### config.mk
export PLATFORM = sky130hd
export DESIGN_NAME = coupled_cell_sync
export DESIGN_NICKNAME = d
export VERILOG_FILES = /design/src/rtl/coupled_cell_sync.sv
export SDC_FILE = /design/constraint.sdc
export NUM_CORES = 1
export LEC_CHECK = 0
export ABC_AREA = 1
export ABC_CLOCK_PERIOD_IN_PS = 2990
export CAP_MARGIN = 25
export CORE_MARGIN = 2
export CORE_UTILIZATION = 45
export DETAILED_ROUTE_END_ITERATION = 7
export MAX_ROUTING_LAYER = met4
export PLACE_DENSITY = 0.8
export SYNTH_ARGS = -nofsm -noshare
export SYNTH_HDL_FRONTEND = slang
export SYNTH_SLANG_ARGS = --single-unit
### constraint.sdc
create_clock -name clk -period 2.99 [get_ports clk]
set_input_delay 0.299 -clock clk [delete_from_list [all_inputs] [get_ports clk]]
set_output_delay 0.299 -clock clk [all_outputs]
set_load 0.1 [all_outputs]
### src/rtl/coupled_cell_sync.sv
// Purpose: re-times synchronised din edges onto dout after a weighted, per-source delay.
// Latency: dout follows a detected edge delay+1 cycles later, plus SYNC_STAGES+1 from the din pin.
// Backpressure: none upstream; when the edge FIFO is full, new edges merge into the tail entry.
//
// Ports:
//   clk, axi_rst          clock and asynchronous active-high reset
//   ising_rstn            0 = spin programming: FIFO flushed, dout follows din_s
//   din, sout[NUM_SRC]    asynchronous phase inputs (upstream cell, coupled sources)
//   dout                  registered re-timed phase
//   wready, wr_addr_match write strobe and cell select; wdata carries packed weight fields
//   rdata                 {ovf_cnt[7:0], zeros, packed weights}
module coupled_cell_sync #(
    parameter int NUM_SRC     = 1,
    parameter int NUM_WEIGHTS = 15,
    parameter int WEIGHT_W    = 4,
    parameter int BASE_DELAY  = 2,
    parameter int EDGE_DEPTH  = 4,
    parameter int SYNC_STAGES = 2
) (
    input  logic               clk,
    input  logic               axi_rst,
    input  logic               ising_rstn,
    input  logic               din,
    input  logic [NUM_SRC-1:0] sout,
    output logic               dout,
    input  logic               wready,
    input  logic               wr_addr_match,
    input  logic [31:0]        wdata,
    output logic [31:0]        rdata
);
    localparam int WMAX  = NUM_WEIGHTS - 1;
    localparam int WINIT = (NUM_WEIGHTS - 1) / 2;
    localparam int DW    = $clog2(BASE_DELAY + NUM_SRC * WMAX + 1);
    localparam int PW    = (EDGE_DEPTH > 1) ? $clog2(EDGE_DEPTH) : 1;
    localparam int CW    = $clog2(EDGE_DEPTH + 1);

    // Synchronisers and edge detect
    logic [SYNC_STAGES-1:0] din_sync_q;
    logic [NUM_SRC-1:0]     sout_sync_q [SYNC_STAGES];
    logic                   din_s, din_q;
    logic [NUM_SRC-1:0]     sout_s;

    // Weights
    logic [WEIGHT_W-1:0] weight_q [NUM_SRC];
    logic [WEIGHT_W-1:0] weight_d [NUM_SRC];

    // Pending-edge FIFO and head countdown
    logic            lvl_q [EDGE_DEPTH];
    logic            lvl_d [EDGE_DEPTH];
    logic [DW-1:0]   dly_q [EDGE_DEPTH];
    logic [DW-1:0]   dly_d [EDGE_DEPTH];
    logic [PW-1:0]   rd_ptr_q, rd_ptr_d, wr_ptr_q, wr_ptr_d, tail_ptr;
    logic [CW-1:0]   occ_q, occ_d;
    logic            head_vld_q, head_vld_d;
    logic [DW-1:0]   timer_q, timer_d;
    logic            dout_q, dout_d;
    logic [7:0]      ovf_q, ovf_d;

    logic            detect, pop, full, push, coalesce, load;
    logic [DW-1:0]   delay_sum, term;
    logic            wdata_unused;

    assign wdata_unused = ^wdata;
    assign din_s  = din_sync_q[SYNC_STAGES-1];
    assign sout_s = sout_sync_q[SYNC_STAGES-1];

    function automatic logic [PW-1:0] ptr_inc(input logic [PW-1:0] p);
        return (p == PW'(EDGE_DEPTH - 1)) ? '0 : p + 1'b1;
    endfunction

    // Field writes saturate at WMAX rather than wrapping.
    always_comb begin
        for (int i = 0; i < NUM_SRC; i++) begin
            weight_d[i] = weight_q[i];
            if (wready && wr_addr_match) begin
                if (wdata[i*WEIGHT_W +: WEIGHT_W] > WEIGHT_W'(WMAX))
                    weight_d[i] = WEIGHT_W'(WMAX);
                else
                    weight_d[i] = wdata[i*WEIGHT_W +: WEIGHT_W];
            end
        end
    end

    // A source out of phase with the new level contributes its weight, an
    // in-phase source contributes the complement.
    always_comb begin
        delay_sum = DW'(BASE_DELAY);
        term      = '0;
        for (int i = 0; i < NUM_SRC; i++) begin
            term = (din_s != sout_s[i]) ? DW'(weight_q[i]) : DW'(WMAX) - DW'(weight_q[i]);
            delay_sum = delay_sum + term;
        end
    end

    assign detect   = ising_rstn && (din_s != din_q);
    assign pop      = ising_rstn && head_vld_q && (timer_q == DW'(1));
    assign full     = (occ_q == CW'(EDGE_DEPTH));
    assign push     = detect && (!full || pop);
    assign coalesce = detect && full && !pop;
    assign load     = ising_rstn && !head_vld_q && (occ_q != '0);
    assign tail_ptr = (wr_ptr_q == '0) ? PW'(EDGE_DEPTH - 1) : wr_ptr_q - 1'b1;

    always_comb begin
        lvl_d      = lvl_q;
        dly_d      = dly_q;
        rd_ptr_d   = rd_ptr_q;
        wr_ptr_d   = wr_ptr_q;
        occ_d      = occ_q;
        head_vld_d = head_vld_q;
        timer_d    = timer_q;
        dout_d     = dout_q;
        ovf_d      = ovf_q;
        if (!ising_rstn) begin
            rd_ptr_d   = '0;
            wr_ptr_d   = '0;
            occ_d      = '0;
            head_vld_d = 1'b0;
            timer_d    = '0;
            dout_d     = din_s;
        end else begin
            // Head entry: load its delay once, count down, release at zero.
            if (load) begin
                head_vld_d = 1'b1;
                timer_d    = dly_q[rd_ptr_q];
            end else if (head_vld_q) begin
                timer_d = timer_q - 1'b1;
                if (pop) begin
                    dout_d     = lvl_q[rd_ptr_q];
                    head_vld_d = 1'b0;
                    rd_ptr_d   = ptr_inc(rd_ptr_q);
                end
            end
            // When full, the tail keeps its delay but adopts the newest level,
            // so the two edges collapse into one and dout still ends on din_s.
            if (push) begin
                lvl_d[wr_ptr_q] = din_s;
                dly_d[wr_ptr_q] = delay_sum;
                wr_ptr_d        = ptr_inc(wr_ptr_q);
            end else if (coalesce) begin
                lvl_d[tail_ptr] = din_s;
                if (ovf_q != 8'hFF)
                    ovf_d = ovf_q + 8'd1;
            end
            if (push && !pop)
                occ_d = occ_q + 1'b1;
            else if (pop && !push)
                occ_d = occ_q - 1'b1;
        end
    end

    always_ff @(posedge clk or posedge axi_rst) begin
        if (axi_rst) begin
            din_sync_q <= '0;
            for (int s = 0; s < SYNC_STAGES; s++) sout_sync_q[s] <= '0;
            din_q <= 1'b0;
            for (int i = 0; i < NUM_SRC; i++) weight_q[i] <= WEIGHT_W'(WINIT);
            for (int e = 0; e < EDGE_DEPTH; e++) begin
                lvl_q[e] <= 1'b0;
                dly_q[e] <= '0;
            end
            rd_ptr_q   <= '0;
            wr_ptr_q   <= '0;
            occ_q      <= '0;
            head_vld_q <= 1'b0;
            timer_q    <= '0;
            dout_q     <= 1'b0;
            ovf_q      <= '0;
        end else begin
            din_sync_q[0]  <= din;
            sout_sync_q[0] <= sout;
            for (int s = 1; s < SYNC_STAGES; s++) begin
                din_sync_q[s]  <= din_sync_q[s-1];
                sout_sync_q[s] <= sout_sync_q[s-1];
            end
            // Always tracking din_s means leaving spin programming never sees a stale edge.
            din_q      <= din_s;
            weight_q   <= weight_d;
            lvl_q      <= lvl_d;
            dly_q      <= dly_d;
            rd_ptr_q   <= rd_ptr_d;
            wr_ptr_q   <= wr_ptr_d;
            occ_q      <= occ_d;
            head_vld_q <= head_vld_d;
            timer_q    <= timer_d;
            dout_q     <= dout_d;
            ovf_q      <= ovf_d;
        end
    end

    assign dout = dout_q;

    always_comb begin
        rdata        = '0;
        rdata[31:24] = ovf_q;
        for (int i = 0; i < NUM_SRC; i++)
            rdata[i*WEIGHT_W +: WEIGHT_W] = weight_q[i];
    end

endmodule

### Yosys cells after proc, flatten, opt, wreduce, memory -nomap -nowiden

Index checks and enable logic that the tools add are counted.
Widths: inputs -> output; s select.

* register bits: 55
* latch bits: 0
* memory bits (writable): 0
* ROM bits: 0
* input bits: 39
* logic and storage cells: 119
* memories kept: 0

* add/subtract/negate cells: 9
* $mul: 0
* divide/modulo/power cells: 0
* magnitude comparators: 6
* equality and inequality tests: 13
* shift-type cells: 0
* muxes and demuxes: 42
* bitwise logic cells: 4
* reductions and logical operators: 25

Operator list (number)
* $mux 5: 7
* $bwmux 20: 1
* $mux 2: 9
* $logic_and 1x1->1: 13
* $mux 1: 12
* $mux 4: 3
* $bmux 5 s2: 1
* $demux 5 s2: 1
* $ge 3x3->1 const B: 3
* $mux 3: 3
* $not 2->3: 3
* $add 8x1->8 const B: 1
* $bwmux 4: 2
* $ne 8x8->1 const B: 1
* $lt 3x1->1 const B: 2
* $ne 2x1->1 const B: 3
* $ne 3x1->1 const B: 2
* $add 2x5->5 const A: 1
* $eq 5x1->1 const B: 1
* $sub 4x4->5 const A: 1
* $sub 5x1->5 const B: 1
* $add 2x1->2 const B: 2
* $demux 1 s2: 2
* $eq 2x2->1 const B: 2
* other kinds (17): 22

### Logic depth before layout (Yosys ltp)

Gate-level depths: netlist (run 1).

* depth after elaboration: 10
* mapped depth: 13

### Least setup slack after synthesis (run 1)

No wires, ideal clock.

* kind: register to register
* start: reg ovf_q[1]
* end: reg ovf_q[5]
* setup time: 0.076 ns
* data arrival time: 2.117 ns
* data required time: 2.914 ns
* path slack: 0.797 ns
* cell stages (with the launch flop): 9
* path buffers: 1
* cells stage by stage: dfrtp_1 ha_1 nand3_1 nor2_1 nand4_1 nand3_4 buf_6 nand2_1 o21ai_1

* word-level cells in the longest chain between the ends: 2
* elaborated cells between the ends (all ways): 3
* classes of those cells: 1 x add/sub; 1 x eq/ne; 1 x reduce/logical

Ends and longest elaborated chain
* from (decl): RTL line 57 `logic [7:0] ovf_q, ovf_d;`
* from (signal assigned): RTL line 186 `ovf_q <= ovf_d;`
* parallel branches: the longest is 2 deep, another holds $add 8x1->8

Several ways; the timed one is not identified.
A chain may end at the register's enable or synchronous reset.

### Worst setup path in the final report (run 1)

* start: in ising_rstn
* end: reg occ_q[2]

* word-level cells in the longest chain between the ends: 7
* elaborated cells between the ends (all ways): 12
* classes of those cells: 1 x eq/ne; 2 x mux; 9 x reduce/logical

Ends and longest elaborated chain
* from (decl): RTL line 22 `input logic ising_rstn,`
* $logic_and 1x1->1 (2 in series): RTL line 96 `assign pop = ising_rstn && head_vld_q && (timer_q == DW'(1));`
* $logic_or 1x1->1: RTL line 98 `assign push = detect && (!full || pop);`
* $logic_and 1x1->1: RTL line 98
* $logic_not 1->1 / $logic_and 1x1->1 (equally long branches): RTL line 146, 144
* $logic_and 1x1->1 / $mux 3 (equally long branches): RTL line 146, 144
* $ne 3x1->1 (no line) / $mux 3 (equally long branches)
* to (signal assigned): RTL line 163 `occ_q <= '0;`
* to (signal assigned): RTL line 182 `occ_q <= occ_d;`
* to (decl): RTL line 53 `logic [CW-1:0] occ_q, occ_d;`

Several ways; a longest one is shown, not always the timed one.

==> run_results.csv, run 1 <==
group,metric,value,unit
yosys,yosysMostFrequentCell,"nand2_1",
routing,m1WireLength,2790,µm
clock_tree,cts_root_buf,"clkbuf_8",
clock_tree,clock_path_buffers,2,
timing,timing.setup.tns,0,ns
worst_setup_path,critPathMaxFanout,8,
yosys,synth_top_family_by_area,"simple AND/OR/NAND/NOR gates",
global_routing,grt_pass1_vias,2571,
routing,wl_per_cell,11.6,µm
worst_setup_path,startpoint_type,"primary input",
pwr,swShare,46.4,%
worst_setup_path,crit_start,"ising_rstn",
routing,wl_met2,3160,µm
pwr,p_clk_share,13.9,%
yosys,synth_edf_count,0,
clock_tree,cts_tree,"done",
yosys,synthMuxAreaShare,0,%
routing,ant_nets,0,
yosys,synthSimpleGateAreaFrac,30.6,%
yosys,synth_top_area_cell,"dfrtp_1",
die,dieWidth,90.5,µm
timing,whs,0.305,ns
worst_setup_path,cp.arrival,2.38,ns
placement,gp_congestion,0.822,
yosys,synth_common_cells,"136 x nand2_1, 52 x dfrtp_1, 48 x inv_1, 37 x nand3_1, 21 x buf_4",
timing,fin_crit_sh,71.9,%
die,die_area,8180,µm²
yosys,netlist.area_leader.share,38.7,%
yosys,ys.flop_type,"dfrtp_1",
yosys,synth_xor_area_share,2.34,%
worst_setup_path,reg2reg_from,"din_sync_q[1]$_DFF_PP0_",
cells_and_area,drive_gt1_share,12.0,%
global_routing,grt_max_degree,21,
placement,place_hpwl,4780,µm
die,initial_utilization,46.4,%
timing,slew_violations,0,
hold_path,hp-class,"in2async",
global_routing,antenna_found_initial,0,
cells_and_area,layout.nets,493,
pwr,vdd_drop_max,0.406,mV
yosys,yosys_warnings,0,
global_routing,grtUsageTotal,16.7,%
routing,wl,6270,µm
routing,maxUsedRoutingLayer,"met4",
die,fp.dieH,90.5,µm
routing,drc,0,
placement,placed_cell_area,3570,µm²
yosys,yosysUniqueCellTypes,40,
worst_setup_path,crit_path_end_kind,"flip-flop",
worst_setup_path,worstSetupPathType,"in2reg",
yosys,syn_area,3360,µm²
worst_setup_path,timing.critical_path.cells,"clkdlybuf4s50_1 > nand2_4 > inv_2 > nand4_4 > nand3_2 > inv_1 > fa_1 > xor2_1 > inv_1 > nand2_1 > nand2_1 > o21ai_0",
run_status,status,"complete, no violations",
worst_setup_path,cpPeakStageDelay,0.74,ns
clock_tree,cts-resized-gates,0,
routing,dr.first_iter.drc_count,122,
pwr,power_switching,1.34,mW
timing,setup_ws,0.840,ns
clock_tree,clk-insertion-delay-late,0.30,ns
global_routing,grt_pass1_wl,11200,µm
timing,fmax,0.465,GHz
placement,port_buffers,23,
clock_tree,cts_hold_buf,0,
placement,dp_slack,0.524,ns
timing,period_needed,2.15,ns
pwr,p_int,1.54,mW
yosys,synth_fa_ha_area_share,4.69,%
yosys,synth_cells,417,
run,maxCapViolations,0,
pwr,power.leakage,1.87,nW
timing,rsz0062_at_grt,"no",
clock_tree,postCtsSetupRepairBufs,0,
yosys,synth_seq_cells,55,
cells_and_area,fillers,690,
clock_tree,cts_buffers,5,
clock_tree,clk_pin_slew,0.09,ns
routing,wl_met3,263,µm
clock_tree,clock_sinks,55,
yosys,synth_compound_area_share,8.14,%
cells_and_area,diodes,0,
worst_setup_path,critPathSlowestCell,"clkdlybuf4s50_1",
routing,vias_per_cell,4.83,
routing,drt_pre_antenna_iters,4,
yosys,synth_async_sr_flop_share,100,%
worst_setup_path,cp.required,3.22,ns
clock_tree,htreeDepth,2,
cells_and_area,final_area,3650,µm²
yosys,ys_seq_area_share,41.0,%
routing,via_count,2617,
worst_setup_path,r2r_end,"occ_q[2]$_DFFE_PP0P_",
pwr,power_frac_seq,40.3,%
timing,final-hold-violation-count,0,
worst_setup_path,worstRegToRegCells,11,
die,fp.coreArea,7250,µm²
timing,clock_skew,0.00754,ns
die,ios,72,
pwr,power_per_cell_area,789,nW/µm²
global_routing,grt.overflow.total,0,
cells_and_area,multi_input_area,1620,µm²
pwr,p_comb_share,45.8,%
die,rows,31,
worst_setup_path,ff2ff_setup_slack,0.93,ns
cells_and_area,seqCellArea,1380,µm²
timing,finalSetupViolations,0,
yosys,synth.area.top_cells,"dfrtp_1 39%, nand2_1 15%, nand3_1 5.5%, inv_1 5.4%, buf_4 4.7%",
yosys,syn_avg_cell_area,8.07,µm²
cells_and_area,area_growth,8.48,%
## cell families (layout without fill, tap and decap cells)
kind of cell	after synthesis	in the layout
adder cells (fa/ha/maj)	12	12
AND/OR/NAND/NOR	209	209
flip-flops	55	55
AO/OA/AOI/OAI	47	47
buffers and inverters	84	91
other	1	20
XOR/XNOR	9	9
## stage by stage
step                      std cells  util [%]  power [mW]
after floorplan                 436         -        2.26
after global placement          534      49.2        2.44
after detailed placement        534      49.2        2.50
after CTS                       542      50.3        2.91
after global routing            542      50.3        3.11
final                           542      50.3        2.88
## registers in the layout, summed over array words and instances (netlist names)
signal and cells:
dly_q 20, ovf_q 8, timer_q 5, lvl_q 4, weight_q 4, occ_q 3, din_sync_q 2, rd_ptr_q 2
wr_ptr_q 2, din_q 1, dout 1, head_vld_q 1, sout_s 1, sout_sync_q 1
## power by group through the flow
stage | Clock (mW) | Combinational (mW) | Sequential (mW)
final | 0.399 | 1.32 | 1.16
after global routing | 0.444 | 1.48 | 1.19
after CTS | 0.413 | 1.33 | 1.16
after detailed placement | 0 | 1.33 | 1.17
after global placement | 0 | 1.28 | 1.16
after floorplan | 0 | 0.911 | 1.34
## per-layer routing
| metal | track usage [%] | vias to the layer above |
|---|---|---|
| met1 | 20.6 | 1217 |
| li1 | - | 1330 |
| met3 | 2.84 | 7 |
| met4 | 3.97 | 0 |
| met2 | 28.7 | 63 |
| met5 | - | - |
## how the worst max path moves through the flow
stage / to / slack [ns] / depth (start not counted)
2_1_floorplan: ovf_q[5]$_DFFE_PP0P_ / 0.80 / 8
3_3_place_gp: occ_q[2]$_DFFE_PP0P_ / 0.55 / 12
3_5_place_dp: occ_q[2]$_DFFE_PP0P_ / 0.52 / 12
4_1_cts: occ_q[2]$_DFFE_PP0P_ / 0.83 / 12
5_1_grt: occ_q[2]$_DFFE_PP0P_ / 0.64 / 12
6_report: occ_q[2]$_DFFE_PP0P_ / 0.84 / 12
## cell type report
type | instances | area share, %
repair buffers | 28 | 6.44
inverters | 55 | 5.86
multi-input cells | 297 | 44.3
clock buffers | 8 | 2.19
flip-flops and latches | 55 | 37.8
well taps | 99 | 3.39
## worst max-delay path: cells and delay by family
| family | cells | cell delay [ns] |
|---|---|---|
| buffers and inverters | 4 | 0.96 |
| XOR/XNOR | 1 | 0.19 |
| AO/OA/AOI/OAI | 1 | 0.16 |
| AND/OR/NAND/NOR | 5 | 0.39 |
| adder cells (fa/ha/maj) | 1 | 0.37 |
## cell usage in the layout, fill, tap and decap left out, drive strengths merged
cell | netlist | routed
clkinv | 5 | 5
nand2 | 141 | 141
inv | 50 | 50
o22ai | 3 | 3
nand3 | 43 | 43
dfstp | 3 | 3
a21oi | 6 | 6
dfrtp | 52 | 52
xor2 | 6 | 6
o21ai | 31 | 31
nand3b | 6 | 6
a22oi | 1 | 1
o211ai | 1 | 1
clkdlybuf4s50 | 0 | 10
fa | 1 | 1
o21bai | 1 | 1
clkbuf | 3 | 8
nor3 | 3 | 3
buf | 26 | 18
nand4 | 4 | 4
o31ai | 2 | 2
ha | 11 | 11
o221ai | 2 | 2
xnor2 | 3 | 3
conb | 1 | 20
nor2 | 12 | 12
No activity file was read; power rests on OpenSTA's default activity.
==> run 2: changes to the inputs <==
ABC_CLOCK_PERIOD_IN_PS = 2100   (was 2990)
clock period = 2.1 ns   (was 2.99 ns; I/O delays follow)
==> run 2 against run 1 <==
Effect of this change:
- largest power group unchanged
- via count rose by 1.1%
- clock power up 57%
- critical endpoint unchanged
- design area grew 1.6%
- final cell count grew 0.74%
==> run_results.csv, run 2 (synthesis gave the netlist of run 1 again) <==
group,metric,value,unit
run_status,status,"complete, no violations",
die,initial_utilization,46.4,%
placement,placed_cell_area,3600,µm²
run,maxCapViolations,0,
global_routing,antenna_found_initial,0,
routing,ant_nets,0,
pwr,p_int,2.25,mW
pwr,power.leakage,1.89,nW
die,dieWidth,90.5,µm
global_routing,grt_pass1_wl,11400,µm
routing,drt_pre_antenna_iters,4,
global_routing,grt_max_degree,36,
timing,final-hold-violation-count,0,
clock_tree,htreeDepth,2,
pwr,power_switching,1.95,mW
pwr,power_per_cell_area,1130,nW/µm²
global_routing,grt_pass1_vias,2615,
placement,port_buffers,23,
clock_tree,cts_tree,"done",
pwr,power_frac_seq,39.2,%
clock_tree,clock_path_buffers,2,
die,ios,72,
cells_and_area,diodes,0,
cells_and_area,layout.nets,497,
timing,fmax,0.506,GHz
die,fp.dieH,90.5,µm
cells_and_area,drive_gt1_share,13.9,%
timing,setup_ws,0.123,ns
cells_and_area,final_area,3710,µm²
routing,drc,0,
timing,clock_skew,0.0125,ns
timing,finalSetupViolations,0,
cells_and_area,area_growth,10.3,%
cells_and_area,top_register,"dly_q",
routing,via_count,2646,
cells_and_area,seqCellArea,1380,µm²
worst_setup_path,cp.required,2.31,ns
cells_and_area,multi_input_area,1630,µm²
routing,wl_per_cell,11.8,µm
timing,slew_violations,0,
clock_tree,cts_hold_buf,0,
worst_setup_path,crit_path_end_kind,"flip-flop",
hold_path,hp-class,"in2async",
worst_setup_path,critPathSlowestCell,"dfrtp_1",
pwr,swShare,46.4,%
clock_tree,postCtsSetupRepairBufs,0,
pwr,p_clk_share,14.9,%
die,rows,31,
routing,vias_per_cell,4.85,
global_routing,grtUsageTotal,17.0,%
cells_and_area,final_common_cell,"nand2_1",
pwr,p_comb_share,45.9,%
global_routing,grt.overflow.total,0,
cells_and_area,fillers,691,
worst_setup_path,critPathTopFamily,"simple AND/OR/NAND/NOR gates",
clock_tree,clk_pin_slew,0.10,ns
placement,dp_slack,-0.0571,ns
worst_setup_path,cpPeakStageDelay,0.43,ns
worst_setup_path,startpoint_type,"flip-flop",
cells_and_area,final_util,51.1,%
cells_and_area,layout_common_cells,"136 x nand2_1, 50 x dfrtp_1, 47 x inv_1",
pwr,vdd_drop_max,0.405,mV
clock_tree,cts-resized-gates,0,
worst_setup_path,critPathMaxFanout,4,
placement,place_hpwl,4780,µm
clock_tree,cts_root_buf,"clkbuf_8",
worst_setup_path,crit_buf_inv,1,
cells_and_area,largest_reg_flops,20,
worst_setup_path,worstSetupPathType,"reg2reg",
cells_and_area,top_regs,"dly_q (20), ovf_q (8), timer_q (5)",
placement,gp_congestion,0.836,
routing,wl,6430,µm
clock_tree,clock_sinks,55,
clock_tree,cts_buffers,5,
clock_tree,clk-insertion-delay-late,0.32,ns
die,fp.coreArea,7250,µm²
worst_setup_path,cp.arrival,2.19,ns
die,die_area,8180,µm²
timing,fin_crit_sh,94.2,%
worst_setup_path,timing.critical_path.cells,"nor2_2 > nand4_4 > nand3_2 > inv_1 > fa_1 > xor2_1 > nand4_1 > nand2_1 > o21ai_0",
timing,period_needed,1.98,ns
routing,dr.first_iter.drc_count,130,
-- run 2: cell count changes in the layout (fill, tap and decap cells not counted), moves of 2 or more --
cell,previous run,this run
dfrtp_1,52,50
dfrtp_2,0,2
buf_4,18,22
clkbuf_1,3,1
-- run 2: power groups by stage --
stage | Sequential (mW) | Clock, mW | Combinational, mW
2_1_floorplan | 1.92 | 0 | 1.30
3_3_place_gp | 1.65 | 0 | 1.84
3_5_place_dp | 1.65 | 0 | 1.92
4_1_cts | 1.64 | 0.648 | 1.93
5_1_grt | 1.69 | 0.689 | 2.15
6_report | 1.65 | 0.626 | 1.93
-- run 2: cell type report --
type	count	area share, %
multi-input combinational	297	43.9
sequential	55	37.3
timing repair buffer	32	7.15
inverter	55	5.77
tap	99	3.34
clock buffer	7	2.33
clock inverter	1	0.236
-- run 2: through the flow --
step           instances  power (mW)  hold WS, ns  setup TNS (ns)
5_1_grt              546        4.53        0.281        -0.00874
3_3_place_gp         538        3.49        0.334               0
6_report             546        4.20        0.232               0
3_5_place_dp         538        3.58        0.336         -0.0571
4_1_cts              546        4.22        0.243               0
2_1_floorplan        436        3.22        0.241               0
-- run 2: worst paths after layout --
kind	from	endpoint	slack [ns]	cells past startpoint
min in group clk	sout	sout_sync_q[1]$_DFF_PP0_	0.34	1
max reg2reg	timer_q[2]$_DFFE_PP0P_	occ_q[2]$_DFFE_PP0P_	0.12	9
max in group asynchronous	axi_rst	weight_q[2]$_DFFE_PP1P_	1.43	3
min reg2reg	din_sync_q[0]$_DFF_PP0_	din_sync_q[1]$_DFF_PP0_	0.35	0
min	axi_rst	ovf_q[2]$_DFFE_PP0P_	0.23	3
max	timer_q[2]$_DFFE_PP0P_	occ_q[2]$_DFFE_PP0P_	0.12	9
-- run 2: metal layers --
layer  vias to the layer above  share of wire, %  track usage (%)  wire length (µm)
li1                       1337                 -                -                 -
met1                      1248                44             20.7              2860
met2                        55                51             29.5              3300
met3                         6               3.5             2.92               226
met4                         0              0.65             3.97                42
met5                         -                 0                -                 0
-- run 2: worst register-to-register path, delay by kind of cell, from the launching register on --
family | cells | cell delay [ns]
compound gates | 1 | 0.08
xor+xnor | 1 | 0.18
fa+ha+maj | 1 | 0.37
buf+inv | 1 | 0.06
flops | 1 | 0.43
simple gates | 5 | 0.74
==> run 3: changes to the inputs <==
PLACE_DENSITY = 0.75   (was 0.8)
==> run 3 against run 2 <==
Effect of this change:
- via count grew 0.19%
- critical path depth grew 2
- clock skew is 0.0073 ns lower
- sequential share of layout area shrank 0.063 points
- flip-flop and latch count did not move
- design area rose by 0.17%
==> run_results.csv, run 3 (synthesis gave the netlist of run 1 again) <==
group,metric,value,unit
run_status,status,"complete, no violations",
cells_and_area,largest_reg_flops,20,
worst_setup_path,r2r_end,"occ_q[2]$_DFFE_PP0P_",
routing,ant_nets,0,
worst_setup_path,startpoint_type,"flip-flop",
timing,period_needed,1.96,ns
worst_setup_path,cp.required,2.34,ns
clock_tree,clock_sinks,55,
placement,port_buffers,23,
die,die_area,8180,µm²
pwr,power.leakage,1.90,nW
clock_tree,cts_root_buf,"clkbuf_8",
routing,dr.first_iter.drc_count,180,
routing,via_count,2651,
clock_tree,clk_pin_slew,0.10,ns
routing,wl_per_cell,11.5,µm
timing,final-hold-violation-count,0,
cells_and_area,layout_common_cells,"136 x nand2_1, 50 x dfrtp_1, 47 x inv_1",
worst_setup_path,worstRegToRegCells,11,
routing,vias_per_cell,4.87,
global_routing,antenna_found_initial,0,
timing,slew_violations,0,
hold_path,hp-class,"in2async",
clock_tree,postCtsSetupRepairBufs,0,
worst_setup_path,cp.arrival,2.20,ns
die,fp.dieH,90.5,µm
cells_and_area,final_common_cell,"nand2_1",
global_routing,grt_pass1_wl,10900,µm
worst_setup_path,crit_path_end_kind,"flip-flop",
global_routing,grt_pass1_vias,2498,
run,maxCapViolations,0,
clock_tree,cts_hold_buf,0,
pwr,vdd_drop_max,0.419,mV
routing,drt_pre_antenna_iters,4,
timing,fin_crit_sh,93.2,%
cells_and_area,area_growth,10.4,%
clock_tree,clk-insertion-delay-late,0.31,ns
pwr,power_per_cell_area,1150,nW/µm²
clock_tree,cts_buffers,5,
placement,place_hpwl,4660,µm
global_routing,grtUsageTotal,16.4,%
die,rows,31,
timing,finalSetupViolations,0,
cells_and_area,top_register,"dly_q",
cells_and_area,fillers,713,
die,ios,72,
clock_tree,htreeDepth,2,
timing,fmax,0.511,GHz
die,dieWidth,90.5,µm
worst_setup_path,reg2reg_from,"timer_q[1]$_DFFE_PP0P_",
routing,wl,6240,µm
die,fp.coreArea,7250,µm²
global_routing,grt.overflow.total,0,
cells_and_area,top_regs,"dly_q (20), ovf_q (8), timer_q (5)",
global_routing,grt_max_degree,56,
clock_tree,cts-resized-gates,0,
cells_and_area,layout.nets,495,
worst_setup_path,worstSetupPathType,"reg2reg",
timing,clock_skew,0.00526,ns
die,initial_utilization,46.4,%
cells_and_area,instances_no_fill,544,
cells_and_area,drive_gt1_share,13.5,%
routing,drc,0,
placement,gp_congestion,0.859,
clock_tree,clock_path_buffers,2,
worst_setup_path,critPathMaxFanout,4,
placement,placedCellCount,536,
clock_tree,cts_tree,"done",
cells_and_area,diodes,0,
timing,rsz0062_at_grt,"no",
pwr,p_total,4.27,mW
worst_setup_path,ff2ff_setup_slack,0.14,ns
## run 3: cell count changes in the layout (fill, tap and decap cells not counted)
cell	change
buf_12	+1
buf_4	-3
bufinv_16	+1
clkbuf_1	-1
clkbuf_8	-1
ha_1	+1
ha_4	-1
inv_6	+1
## run 3: worst max-delay path by stage
stage / start / end / cells past startpoint
2_1_floorplan: ovf_q[2]$_DFFE_PP0P_ / ovf_q[5]$_DFFE_PP0P_ / 7
3_3_place_gp: ising_rstn / occ_q[2]$_DFFE_PP0P_ / 11
3_5_place_dp: ising_rstn / occ_q[2]$_DFFE_PP0P_ / 12
4_1_cts: timer_q[1]$_DFFE_PP0P_ / occ_q[2]$_DFFE_PP0P_ / 11
5_1_grt: timer_q[1]$_DFFE_PP0P_ / occ_q[2]$_DFFE_PP0P_ / 11
6_report: timer_q[1]$_DFFE_PP0P_ / occ_q[2]$_DFFE_PP0P_ / 11
## run 3: cell type report
cell class	instances	area (µm²)	area share [%]
Clock buffer	5	68.8	1.85
Clock inverter	3	47.5	1.28
Inverter	55	214	5.76
Multi-Input combinational cell	297	1620	43.5
Sequential cell	55	1380	37.2
Tap cell	99	124	3.33
Timing Repair Buffer	30	263	7.07
## run 3: worst max-delay path: stages, from the launching register on
cell and delay, ns:
dfrtp_1 0.37, inv_1 0.12, ha_1 0.24, nand4_4 0.13, nand3_2 0.11, inv_1 0.06
fa_1 0.37, xor2_1 0.18, inv_1 0.06, nand2_1 0.06, nand2_1 0.04, o21ai_0 0.15
## run 3: metal layers
metal,up-vias,GRT usage [%],part of all wire (%)
met5,-,-,0
met4,0,4.10,0.75
met3,6,3.76,3.8
met2,52,27.4,50
met1,1257,20.3,45
li1,1336,-,-
## run 3: power by group
part	internal, mW	total [mW]	switching, mW
clock network	0.362	0.730	0.368
logic	0.579	1.90	1.32
registers	1.40	1.65	0.252
total	2.34	4.27	1.94
## run 3: stage by stage
step / TNS (ns) / instance area [µm²] / util (%) / hold WS, ns / setup slack [ns]
finish: 0 / 3720 / 51.2 / 0.247 / 0.143
floorplan: 0 / 3440 / - / 0.241 / 0.0929
global placement: 0 / 3600 / 49.6 / 0.332 / 0.0306
CTS: 0 / 3720 / 51.2 / 0.261 / 0.131
detailed placement: -0.0528 / 3600 / 49.6 / 0.341 / -0.0528
global route: 0 / 3720 / 51.2 / 0.298 / 0.0295
